File: src/rtl/morse_rx_decoder.sv
// Morse receiver: times key marks/spaces in units, assembles dot/dash symbols, flags SOS.
// Define MORSE_ASCII_EN to build the A-Z/0-9 lookup that drives oASCII.

module morse_rx_decoder #(
    parameter int UNIT_CYCLES = 6250000,
    parameter int DASH_MIN    = 2,
    parameter int LETTER_GAP  = 2,
    parameter int WORD_GAP    = 5,
    parameter int MARK_MAX    = 15,
    parameter int TONE_BIT    = 17
) (
    input  logic       iCLK,
    input  logic       iRST,
    input  logic       iKEY,
    output logic       oCHAR_VALID,
    output logic [8:0] oSYM_BITS,
    output logic [3:0] oSYM_LEN,
    output logic       oWORD,
    output logic       oSOS,
    output logic       oERR,
    output logic [7:0] oASCII,
    output logic       oSOUND
);
    localparam int PW = $clog2(UNIT_CYCLES);

    typedef enum logic [2:0] {S_IDLE, S_MARK, S_STUCK, S_SPACE, S_GAP} state_t;
    typedef enum logic [1:0] {K_OTHER, K_S, K_O} kind_t;

    logic          key_meta_q, key_q, key_prev_q;
    logic [PW-1:0] pre_q, pre_d;
    logic [3:0]    dur_q, dur_d, dur_inc, dur_eff;
    logic [17:0]   tone_q;

    state_t        state_q;
    logic [8:0]    buf_q;
    logic [3:0]    cnt_q;
    logic          ovf_q;
    kind_t         hist_old_q, hist_new_q, kind_d;

    logic key_edge, rise, fall, tick;
    logic stuck_hit, letter_hit, word_hit;
    logic elem_d, sos_d;

    assign key_edge = key_q ^ key_prev_q;
    assign rise     = key_q & ~key_prev_q;
    assign fall     = ~key_q & key_prev_q;
    assign tick     = (pre_q == PW'(UNIT_CYCLES - 1));

    assign pre_d   = (key_edge || tick) ? '0 : pre_q + 1'b1;
    assign dur_inc = (dur_q == 4'd15) ? 4'd15 : dur_q + 4'd1;
    assign dur_eff = tick ? dur_inc : dur_q;
    assign dur_d   = key_edge ? 4'd0 : dur_eff;

    // Threshold events fire on the crossing tick only; a coincident edge suppresses them.
    assign stuck_hit  = tick && !key_edge && (dur_q == 4'(MARK_MAX - 1));
    assign letter_hit = tick && !key_edge && (dur_q == 4'(LETTER_GAP - 1));
    assign word_hit   = tick && !key_edge && (dur_q == 4'(WORD_GAP - 1));

    // A mark ending exactly on a unit boundary counts that final unit.
    assign elem_d = (dur_eff >= 4'(DASH_MIN));

    always_comb begin
        kind_d = K_OTHER;
        if (cnt_q == 4'd3 && buf_q == 9'b000000000) kind_d = K_S;
        if (cnt_q == 4'd3 && buf_q == 9'b000000111) kind_d = K_O;
    end

    assign sos_d = (cnt_q == 4'd9 && buf_q == 9'b000111000) ||
                   (hist_old_q == K_S && hist_new_q == K_O && kind_d == K_S);

    always_ff @(posedge iCLK) begin
        if (iRST) begin
            key_meta_q <= 1'b0;
            key_q      <= 1'b0;
            key_prev_q <= 1'b0;
            pre_q      <= '0;
            dur_q      <= 4'd0;
            tone_q     <= 18'd0;
        end else begin
            key_meta_q <= iKEY;
            key_q      <= key_meta_q;
            key_prev_q <= key_q;
            pre_q      <= pre_d;
            dur_q      <= dur_d;
            tone_q     <= tone_q + 18'd1;
        end
    end

    assign oSOUND = key_q & tone_q[TONE_BIT];

`ifdef MORSE_ASCII_EN
    logic [7:0] ascii_d;

    function automatic logic [7:0] morse_lookup(input logic [3:0] len, input logic [8:0] bits);
        logic [7:0] c;
        case ({len, bits})
            {4'd2, 9'd1}:  c = 8'h41;  // A .-
            {4'd4, 9'd8}:  c = 8'h42;  // B -...
            {4'd4, 9'd10}: c = 8'h43;
            {4'd3, 9'd4}:  c = 8'h44;
            {4'd1, 9'd0}:  c = 8'h45;
            {4'd4, 9'd2}:  c = 8'h46;
            {4'd3, 9'd6}:  c = 8'h47;
            {4'd4, 9'd0}:  c = 8'h48;
            {4'd2, 9'd0}:  c = 8'h49;
            {4'd4, 9'd7}:  c = 8'h4A;
            {4'd3, 9'd5}:  c = 8'h4B;
            {4'd4, 9'd4}:  c = 8'h4C;
            {4'd2, 9'd3}:  c = 8'h4D;
            {4'd2, 9'd2}:  c = 8'h4E;
            {4'd3, 9'd7}:  c = 8'h4F;
            {4'd4, 9'd6}:  c = 8'h50;
            {4'd4, 9'd13}: c = 8'h51;
            {4'd3, 9'd2}:  c = 8'h52;
            {4'd3, 9'd0}:  c = 8'h53;
            {4'd1, 9'd1}:  c = 8'h54;
            {4'd3, 9'd1}:  c = 8'h55;
            {4'd4, 9'd1}:  c = 8'h56;
            {4'd3, 9'd3}:  c = 8'h57;
            {4'd4, 9'd9}:  c = 8'h58;
            {4'd4, 9'd11}: c = 8'h59;
            {4'd4, 9'd12}: c = 8'h5A;
            {4'd5, 9'd31}: c = 8'h30;
            {4'd5, 9'd15}: c = 8'h31;
            {4'd5, 9'd7}:  c = 8'h32;
            {4'd5, 9'd3}:  c = 8'h33;
            {4'd5, 9'd1}:  c = 8'h34;
            {4'd5, 9'd0}:  c = 8'h35;
            {4'd5, 9'd16}: c = 8'h36;
            {4'd5, 9'd24}: c = 8'h37;
            {4'd5, 9'd28}: c = 8'h38;
            {4'd5, 9'd30}: c = 8'h39;
            default:       c = 8'h3F;
        endcase
        return c;
    endfunction

    assign ascii_d = morse_lookup(cnt_q, buf_q);
`else
    assign oASCII = 8'h00;
`endif

    always_ff @(posedge iCLK) begin
        if (iRST) begin
            state_q     <= S_IDLE;
            buf_q       <= 9'd0;
            cnt_q       <= 4'd0;
            ovf_q       <= 1'b0;
            hist_old_q  <= K_OTHER;
            hist_new_q  <= K_OTHER;
            oCHAR_VALID <= 1'b0;
            oSYM_BITS   <= 9'd0;
            oSYM_LEN    <= 4'd0;
            oWORD       <= 1'b0;
            oSOS        <= 1'b0;
            oERR        <= 1'b0;
`ifdef MORSE_ASCII_EN
            oASCII      <= 8'h00;
`endif
        end else begin
            oCHAR_VALID <= 1'b0;
            oWORD       <= 1'b0;
            oSOS        <= 1'b0;
            oERR        <= 1'b0;
            case (state_q)
                S_IDLE: if (rise) state_q <= S_MARK;
                S_MARK: begin
                    if (fall) begin
                        if (cnt_q == 4'd9) begin
                            ovf_q <= 1'b1;
                        end else begin
                            buf_q <= {buf_q[7:0], elem_d};
                            cnt_q <= cnt_q + 4'd1;
                        end
                        state_q <= S_SPACE;
                    end else if (stuck_hit) begin
                        oERR       <= 1'b1;
                        buf_q      <= 9'd0;
                        cnt_q      <= 4'd0;
                        ovf_q      <= 1'b0;
                        hist_old_q <= K_OTHER;
                        hist_new_q <= K_OTHER;
                        state_q    <= S_STUCK;
                    end
                end
                S_STUCK: if (fall) state_q <= S_IDLE;
                S_SPACE: begin
                    if (rise) begin
                        state_q <= S_MARK;
                    end else if (letter_hit) begin
                        if (ovf_q) begin
                            oERR       <= 1'b1;
                            hist_old_q <= K_OTHER;
                            hist_new_q <= K_OTHER;
                        end else begin
                            oCHAR_VALID <= 1'b1;
                            oSYM_BITS   <= buf_q;
                            oSYM_LEN    <= cnt_q;
                            oSOS        <= sos_d;
`ifdef MORSE_ASCII_EN
                            oASCII      <= ascii_d;
`endif
                            hist_old_q  <= hist_new_q;
                            hist_new_q  <= kind_d;
                        end
                        buf_q   <= 9'd0;
                        cnt_q   <= 4'd0;
                        ovf_q   <= 1'b0;
                        state_q <= S_GAP;
                    end
                end
                S_GAP: begin
                    if (rise) begin
                        state_q <= S_MARK;
                    end else if (word_hit) begin
                        oWORD      <= 1'b1;
                        hist_old_q <= K_OTHER;
                        hist_new_q <= K_OTHER;
                        state_q    <= S_IDLE;
                    end
                end
                default: state_q <= S_IDLE;
            endcase
        end
    end

endmodule

File: config.mk
export PLATFORM = sky130hd
export DESIGN_NAME = morse_rx_decoder
export DESIGN_NICKNAME = d
export VERILOG_FILES = /design/src/rtl/morse_rx_decoder.sv
export SDC_FILE = /design/constraint.sdc
export NUM_CORES = 1
export LEC_CHECK = 0
export CAP_MARGIN = 10
export CORE_AREA = 2 2 99 101
export CTS_CLUSTER_DIAMETER = 30
export CTS_CLUSTER_SIZE = 8
export DETAILED_ROUTE_END_ITERATION = 10
export DIE_AREA = 0 0 101 103
export GPL_TIMING_DRIVEN = 0
export HOLD_SLACK_MARGIN = 0.08
export PLACE_DENSITY_LB_ADDON = 0.08
export SLEW_MARGIN = 15
export SYNTH_ARGS = -nofsm -noshare
export SYNTH_HDL_FRONTEND = slang
export SYNTH_SLANG_ARGS = --single-unit
File: constraint.sdc
create_clock -name iCLK -period 3 [get_ports iCLK]
set_input_delay 0.75 -clock iCLK [delete_from_list [all_inputs] [get_ports iCLK]]
set_output_delay 0.75 -clock iCLK [all_outputs]
set_load 0.005 [all_outputs]
==> impl_results.md, run 1 <==
* Status: complete, no violations
* Avg WL per Cell at 13.6 µm
* Fin cells at 601
* Yosys reg bits at 86
* CP max FO at 10
* Pre-Repair DR Iteration Count at 4
* Post-DP HPWL at 5.89 mm
* Final WL at roughly 8 mm
* Final net count at 495
* Vias per cell at 5.29
* Cell count after placement at 585
* Clock Path Buffers at 2
* GP Congestion at 0.838
* Clk sinks at 86
* Pwr dens at 465 nW/µm²
* Synthesized area at ~4000 µm²
* Vias in the first global route at just under 3000
* Total congestion overflow at 0
* Post-route cell area at 4530 µm²
* CTS buffer count at 9
* WP data arrival at around 2800 ps
* Cell family with most CP delay: simple AND/OR/NAND/NOR gates
* Antenna Nets Post-Route at 0
* Placement Cell Area at 4340 µm²
* CTS tree: done
* Critical Path Source Type: flip-flop
* Layout Skew at around 20 ps
* Initial antenna violation count at 0
* Final Cycle Share at 84.9%
* First-pass GRT wire length at ~14 mm
* Leak at approximately 1.7 nW
* Critical-path cell list: inv_1, ha_1, nor2b_2, and3_1, clkbuf_1, nand4_1, buf_2, mux2i_1, nor2_1
* Overall Global Routing Usage at 16.9%
* Cell with the largest stage delay on the worst path: ha_1
* Min Tclk post-route at 2550 ps
* Area leader, netlist: dfxtp_1
* 1st-iter DRT viols at 72
* Yosys synthesis warning count at 0
* Setup violators final at 0
* Hold Vio Cnt, Final at 0
* Slew HR at 34.7%
* Highest Clock Rate at 393 MHz
* # hold bufs at CTS at 0
* Unique cell type count in the Yosys netlist at 57
* Unrepaired setup endpoints after global routing: no
* Post-synth EDFFs at 0
* DRC viols at 0
* Num rows at 36
* Top FF cell, synth: dfxtp_1
* Root Buffer: clkbuf_8
* DIE AREA at 10400 µm²
* Setup_tns at 0 ps
* Critical path type: flip-flop to flip-flop
* Syn_area_per_cell at 8.94 µm²
* Setup crit end kind: flip-flop
* Most area-consuming cells after synthesis: dfxtp_1 43%, nor2_1 6.1%, xnor2_1 4.0%, mux2i_1 3.8%, xor2_1 3.3%
* Die height at 103 µm
* Die W at 101 µm
* Synth async-reset ratio at 0%
* Slew @ Worst Pin at 971 ps
* Area growth syn-to-layout at 13.8%
* Max H-tree Level at 3
* Crit path required time at between 3000 and 4000 ps
* Core area at 9460 µm²
* Share of the synthesized area in the top cell type at 43.3%
* Maximum number of pins on one net before global-route repair at 17
* I/O pins at 29
* Leading post-synthesis cells by instance count: 86 x dfxtp_1, 65 x nor2_1, 23 x nand2_1
* Min-Delay Path Class: flip-flop to flip-flop
* Max Cap Viol at 0
* Worst skew pair latency at roughly 370 ps
* Most common cell in the netlist: dfxtp_1
* Initial Util at 42.1%
* Port Buffers at 19
* Maximum vdd drop at 0.198 mV
* Synthesized instance count at 445
* Share of post-route cells with drive strength above 1 at 7.39%
* ANT cells at 0
* # Post-CTS Setup Buffers at 0
* Post-cts sizing count at 0
* Post-synthesis sequential area ratio at 43.3%
* Critical path's largest stage delay at 390 ps
* Pins Over Slew Limit at 0
* Via Count at 3182
* Clock slew at reported path FFs at approximately 100 ps
* Crit path buf inv count at 3
==> layout make-up <==
class	count	area [µm²]
inverter	13	48.8
clock buffer	10	138
sequential	86	1720
buffer	26	151
timing repair buffer	19	190
tap	114	143
clock inverter	6	51.3
fill	942	4930
multi-input combinational	327	2080
==> cell families after synthesis <==
| group | after synthesis | share of synthesized area, % |
|---|---|---|
| compound gates | 65 | 11.6 |
| xor+xnor | 33 | 7.26 |
| fa+ha+maj | 10 | 3.14 |
| buf+inv | 39 | 5.03 |
| flops | 86 | 43.3 |
| mux | 16 | 4.15 |
| other cells | 1 | 0.0942 |
| simple gates | 195 | 25.4 |
==> registers in the layout, indices dropped and copies added, names as in the netlist, 2 cells and up <==
name,cells
oSYM_LEN,4
hist_new_q,2
dur_q,4
pre_q,23
state_q,3
buf_q,9
cnt_q,4
tone_q,18
hist_old_q,2
oSYM_BITS,9
==> cells in the final DEF, fill, tap and decap left out, types with 9 or more instances in the layout <==
cell type,synthesis,layout
nand4_1,14,14
and3_1,12,12
clkbuf_8,0,10
clkbuf_1,13,13
nor2_1,65,65
ha_1,10,10
clkdlybuf4s50_1,0,19
nand3_1,20,20
nor2b_1,9,9
o21ai_0,9,9
nand2_1,23,23
xor2_1,15,15
mux2i_1,15,15
nor3_1,13,13
dfxtp_1,86,86
xnor2_1,18,18
a22o_1,10,10
inv_1,13,13
a21oi_1,18,18
==> path summary, 6_finish.rpt <==
kind	start	slack, ps	endpoint	depth (start not counted)
max	key_q	450	oSYM_LEN[2]	9
min	tone_q[0]	450	tone_q[0]	1
max reg2reg	key_q	450	oSYM_LEN[2]	9
min reg2reg	tone_q[0]	450	tone_q[0]	1
==> power breakdown <==
part	leakage (nW)	total [W]	switching [W]	internal (W)
logic	0.941	0.000148	0.0000867	0.0000614
clock network	0.0939	0.000784	0.000449	0.000335
registers	0.694	0.00117	0.0000158	0.00116
==> worst register-to-register path: stages (launching register included) <==
cell      delay [ps]
dfxtp_1          370
inv_1             70
ha_1             390
nor2b_2          260
and3_1           170
clkbuf_1         240
nand4_1          340
buf_2            350
mux2i_1          200
nor2_1            50
==> metrics by stage <==
stage	utilization, %	setup WS, ps	power [W]	hold slack [ps]
floorplan	-	906	0.00131	413
global placement	45.9	472	0.00134	421
detailed placement	45.9	452	0.00134	433
CTS	47.9	431	0.00213	447
global route	47.9	168	0.00220	479
finish	47.9	454	0.00210	445
==> metal layers <==
layer  wire length (µm)  vias up  global-route usage [%]  part of all wire (%)
met2               3530       42                    26.5                    43
met5                  0        -                       0                     0
li1                   -     1642                       -                     -
met3                217       10                    3.05                   2.7
met1               4290     1488                    23.3                    53
met4                130        0                    6.13                   1.6
(Power assumes the default switching activity.)
==> inputs of run 2 (changes only) <==
==> constraint.sdc (replaced) <==
create_clock -name iCLK -period 2.3 [get_ports iCLK]
set_input_delay 0.575 -clock iCLK [delete_from_list [all_inputs] [get_ports iCLK]]
set_output_delay 0.575 -clock iCLK [all_outputs]
set_load 0.005 [all_outputs]
==> impl_results.md, run 2 (synthesized netlist as in run 1, its figures left out) <==
* Setup crit end kind: flip-flop
* DRC viols at 0 (unchanged)
* Via Count at 3157 (-0.79%)
* Num rows at 36 (unchanged)
* Worst hold start: tone_q[0]
* Vias in the first global route at 2958 (+0.68%)
* Clk sinks at 86 (unchanged)
* Pwr dens at 600 nW/µm² (+29%)
* Pins Over Slew Limit at 0 (unchanged)
* GR peak layer: met2
* Pre-CTS setup slack at -248 ps (-700 ps)
* Pre-Repair DR Iteration Count at 4 (unchanged)
* Total congestion overflow at 0 (unchanged)
* Final net count at 495 (unchanged)
* Sequential Power Share at 55.6% (about the same)
* Core area at 9460 µm² (unchanged)
* Status: complete, no violations
* WP data arrival at 2440 ps (-350 ps)
* Layout Skew at 20.1 ps (+0.0211 ps)
* Initial Util at 42.1% (unchanged)
* Worst skew pair latency at 360 ps (about the same)
* Avg WL per Cell at 13.5 µm (-0.40%)
* CP max FO at 10 (unchanged)
* Int Power at 0.00203 W (+31%)
* Largest registers: pre_q x23, tone_q x18
* RR Endpoint: cnt_q[0]
* Antenna Nets Post-Route at 0 (unchanged)
* DIE AREA at 10400 µm² (unchanged)
* Clock Path Buffers at 2 (unchanged)
* Final WS setup at 121 ps (-333 ps)
* # hold bufs at CTS at 0 (unchanged)
* Post-DP HPWL at 5.89 mm (unchanged)
* Critical Path Source Type: flip-flop
* Die W at 101 µm (unchanged)
* Final Cycle Share at 94.7% (+9.9 points)
* Fillers at 936 (-0.64%)
* Utilization after layout at 48.4% (+0.53 points)
* Setup violators final at 0 (unchanged)
* Grt met1 use at 23.0% (-0.21 points)
* Die height at 103 µm (unchanged)
* First-pass GRT wire length at 14.0 mm (+0.15%)
* Commonest cells after routing, fill and taps aside: 86 x dfxtp_1, 64 x nor2_1, 23 x nand2_1
* I/O pins at 29 (unchanged)
* Most common library cell in the layout ignoring fill and taps: dfxtp_1
* Min-Delay Path Class: flip-flop to flip-flop
* Crit. Startpoint: pre_q[0]
* Clock share of power at 37.2% (about the same)
* ANT cells at 0 (unchanged)
* FF-to-FF Start: pre_q[0]
* GR met2 Demand/Resource at 26.6% (+0.051 points)
* Initial antenna violation count at 0 (unchanged)
* Met3 Use GR at 3.32% (+0.27 points)
* Fin cells at 601 (unchanged)
* Min Tclk post-route at 2180 ps (-367 ps)
* Highest Clock Rate at 459 MHz (+17%)
* Flop-to-flop setup slack at 120 ps (-330 ps)
* Worst Reg2Reg Path Length in Cells at 8 (-1)
* Switch share at 26.2% (-0.059 points)
* Share of post-route cells with drive strength above 1 at 8.62% (+1.2 points)
* Largest reg by FF count: pre_q
* Max FFs per register at 23 (unchanged)
* Critical path type: flip-flop to flip-flop
* Final WL at 8.14 mm (-0.40%)
* Hold Vio Cnt, Final at 0 (unchanged)
* Cell count after placement at 585 (unchanged)
* Switching power at 0.000718 W (+30%)
* Maximum number of pins on one net before global-route repair at 17 (unchanged)
* Maximum vdd drop at 0.257 mV (+30%)
* Max H-tree Level at 3 (unchanged)
* Leak at 1.76 nW (+1.6%)
* Clock slew at reported path FFs at 100 ps (about the same)
* Area growth syn-to-layout at 15.0%
* Slew HR at 56.4% (+22 points)
* CTS tree: done
* Unrepaired setup endpoints after global routing: no
* GP Congestion at 0.838 (unchanged)
* Crit path required time at 2560 ps (-690 ps)
* Port Buffers at 19 (unchanged)
* Slew @ Worst Pin at 645 ps (-326 ps)
* Hold path endpoint: tone_q[0]
* CTS buffer count at 9 (unchanged)
* Overall Global Routing Usage at 16.9% (about the same)
* Vias per cell at 5.25 (-0.79%)
* Hold depth at 1 (unchanged)
* Root Buffer: clkbuf_8
* 1st-iter DRT viols at 107 (+49%)
* Max Cap Viol at 0 (unchanged)
* Comb power frac at 7.1% (about the same)
run 2: changes by cell type in the layout (fill, tap and decap cells not counted), sizes merged:
cell and change:
clkbuf -1, buf +1
run 2: timing repair:
| action | CTS | global route |
|---|---|---|
| setup buffers | 1 | 0 |
| endpoints found under the hold margin | 0 | 0 |
| pin swaps | 1 | 0 |
| gates resized for setup | 2 | 9 |
| setup endpoints to repair | 21 | 39 |
run 2: how the worst max path moves through the flow:
stage | end | slack (ps) | depth (start not counted)
global placement | oSYM_LEN[2] | -230 | 9
CTS | cnt_q[0] | 9 | 8
finish | cnt_q[0] | 120 | 8
detailed placement | oSYM_LEN[2] | -250 | 9
floorplan | cnt_q[0] | 210 | 9
global route | cnt_q[0] | 0.9 | 7
run 2: routing by layer:
layer,up-vias,routed length (µm)
met5,-,0
met4,0,130
met3,10,238
met2,44,3540
met1,1466,4230
li1,1637,-
run 2: through the flow:
step / hold slack (ps) / instance area [µm²] / power (W) / TNS, ps
after CTS: 447 / 4540 / 0.00278 / 0
after detailed placement: 433 / 4340 / 0.00175 / -2990
after floorplan: 413 / 4010 / 0.00171 / 0
after global routing: 479 / 4580 / 0.00287 / 0
final: 445 / 4580 / 0.00275 / 0
after global placement: 421 / 4340 / 0.00175 / -2760
run 2: power groups by stage:
stage	Combinational [W]	Sequential [W]	Clock, W
finish	0.000196	0.00153	0.00102
global route	0.000219	0.00153	0.00112
CTS	0.000192	0.00153	0.00106
detailed placement	0.000190	0.00156	0
global placement	0.000192	0.00156	0
floorplan	0.000154	0.00156	0
run 2: worst max-delay path, stage by stage, from the launching register on:
cell	delay (ps)
dfxtp_1	380
ha_1	230
and3_1	250
and4_1	220
buf_6	150
a311oi_4	100
o31a_1	340
buf_6	160
mux2_4	250
run 2: cell type report:
cell class                      instances  area [µm²]  share of cell area, %
Multi-Input combinational cell        327        2130                   46.5
Sequential cell                        86        1720                   37.6
Timing Repair Buffer                   20         198                   4.32
Buffer                                 25         149                   3.25
Tap cell                              114         143                   3.12
Clock buffer                           10         138                   3.01
Clock inverter                          6        51.3                   1.12
Inverter                               13        48.8                   1.07
==> inputs of run 3 (changes only) <==
--- a/config.mk
+++ b/config.mk
@@ -11,7 +11,6 @@
 export CTS_CLUSTER_SIZE = 8
 export DETAILED_ROUTE_END_ITERATION = 10
 export DIE_AREA = 0 0 101 103
-export GPL_TIMING_DRIVEN = 0
 export HOLD_SLACK_MARGIN = 0.08
 export PLACE_DENSITY_LB_ADDON = 0.08
 export SLEW_MARGIN = 15
==> impl_results.md, run 3 (synthesized netlist as in run 1, its figures left out) <==
* Largest registers: pre_q x23, tone_q x18
* First-pass GRT wire length at 14.0 mm (about the same)
* GP Congestion at 0.838 (about the same)
* Die W at 101 µm (unchanged)
* Commonest cells after routing, fill and taps aside: 86 x dfxtp_1, 64 x nor2_1, 23 x nand2_1
* Utilization after layout at 48.2% (-0.17 points)
* Pwr dens at 637 nW/µm² (+6.1%)
* Final Cycle Share at 92.2% (-2.6 points)
* Crit path required time at 2560 ps (about the same)
* Slew HR at 62.5% (+6.1 points)
* Port Buffers at 20 (+1)
* Worst skew pair latency at 360 ps (about the same)
* Vias per cell at 5.37 (+2.1%)
* Post-route cell area at 4560 µm² (-0.36%)
* CTS buffer count at 9 (unchanged)
* Placement Cell Area at 4320 µm² (-0.32%)
* Clock Path Buffers at 2 (unchanged)
* Initial Util at 42.1% (unchanged)
* Max H-tree Level at 3 (unchanged)
* Maximum vdd drop at 0.273 mV (+6.2%)
* Max FFs per register at 23 (unchanged)
* Fillers at 936 (unchanged)
* Critical path type: flip-flop to flip-flop
* ANT cells at 0 (unchanged)
* Post-DP HPWL at 5.81 mm (-1.4%)
* Setup violators final at 0 (unchanged)
* Layout Skew at 12.7 ps (-7.43 ps)
* Area growth syn-to-layout at 14.6%
* Tot Pwr at 0.00290 W (+5.8%)
* Critical Path Source Type: flip-flop
* Initial antenna violation count at 0 (unchanged)
* CTS tree: done
* Via Count at 3187 (+0.95%)
* Overall Global Routing Usage at 16.8% (-0.088 points)
* Min-Delay Path Class: flip-flop to flip-flop
* Avg WL per Cell at 13.9 µm (+2.6%)
* Critical-path cell list: ha_1, and3_1, and4_1, a311oi_4, o31a_1, a221o_1
* Setup_tns at 0 ps (unchanged)
* Total congestion overflow at 0 (unchanged)
* Root Buffer: clkbuf_8
* Crit path buf inv count at 0 (-2)
* Clock slew at reported path FFs at 90 ps (about the same)
* Core area at 9460 µm² (unchanged)
* Cell with the largest stage delay on the worst path: dfxtp_1
* Pre-Repair DR Iteration Count at 4 (unchanged)
* Num rows at 36 (unchanged)
* Critical path's largest stage delay at 380 ps (about the same)
* Hold Vio Cnt, Final at 0 (unchanged)
* Vias in the first global route at 2976 (+0.61%)
* Unrepaired setup endpoints after global routing: no
* Largest reg by FF count: pre_q
* Max Cap Viol at 0 (unchanged)
* I/O pins at 29 (unchanged)
* Cell family with most CP delay: compound AO/OA/AOI/OAI gates
* Final WL at 8.25 mm (+1.4%)
* Most common library cell in the layout ignoring fill and taps: dfxtp_1
* Pins Over Slew Limit at 0 (unchanged)
* Die height at 103 µm (unchanged)
* WP data arrival at 2380 ps (-60 ps)
* DRC viols at 0 (unchanged)
* Maximum number of pins on one net before global-route repair at 30 (+13)
* Highest Clock Rate at 472 MHz (+2.8%)
* Setup crit end kind: flip-flop
* DIE AREA at 10400 µm² (unchanged)
* Status: complete, no violations
* FF-to-FF Start: pre_q[0]
* CP max FO at 4 (-6)
* Antenna Nets Post-Route at 0 (unchanged)
* 1st-iter DRT viols at 84 (-21%)
* Leak at 1.76 nW (about the same)
* Worst hold start: tone_q[0]
* Final WS setup at 181 ps (+59.3 ps)
* Share of post-route cells with drive strength above 1 at 8.96% (+0.33 points)
* Final net count at 489 (-1.2%)
* Crit. Startpoint: pre_q[0]
* Slew @ Worst Pin at 558 ps (-87.5 ps)
* Clk sinks at 86 (unchanged)
* Min Tclk post-route at 2120 ps (-59.3 ps)
* Pre-CTS setup slack at 174 ps (+422 ps)
-- run 3: repair_timing --
| action | 4_1_cts | 5_1_grt |
|---|---|---|
| hold endpoints to repair | 0 | 0 |
| buffers inserted | 0 | 2 |
| setup endpoints to repair | 0 | 4 |
| hold buffers | 0 | 0 |
| gates resized for setup | 0 | 1 |
-- run 3: area by class of cell --
cell class	count	area (µm²)	share of cell area [%]
multi-input cells	327	2090	45.7
flip-flops and latches	86	1720	37.8
repair buffers	39	343	7.52
well taps	114	143	3.13
clock buffers	9	124	2.72
clock inverters	6	95.1	2.09
inverters	13	48.8	1.07
-- run 3: worst register-to-register path, stage by stage (launching register included) --
cell and delay, ps:
dfxtp_1 380, ha_1 220, and3_1 230, and4_1 360
a311oi_4 130, o31a_1 350, a221o_1 350
-- run 3: worst paths after layout --
kind         cells past startpoint  slack, ps   endpoint
max reg2reg                      6        180   buf_q[0]
min                              1        450  tone_q[0]
max                              6        180   buf_q[0]
min reg2reg                      1        450  tone_q[0]
-- run 3: through the flow --
stage / std cells / hold WS (ps)
after detailed placement: 577 / 435
after CTS: 592 / 449
final: 594 / 451
after global placement: 577 / 423
after global routing: 594 / 473
after floorplan: 452 / 413
-- run 3: report_power, final --
group          internal, W  switching, W
Clock             0.000617      0.000570
Sequential         0.00151     0.0000259
Combinational    0.0000779      0.000107
Total              0.00220      0.000702
-- run 3: routing by layer --
metal  vias to the layer above  share of wire, %  track usage, %
li1                       1619                 -               -
met1                      1529                50            22.5
met2                        32                46            26.5
met3                         7               2.3            3.66
met4                         0               1.4            6.44
met5                         -                 0               0
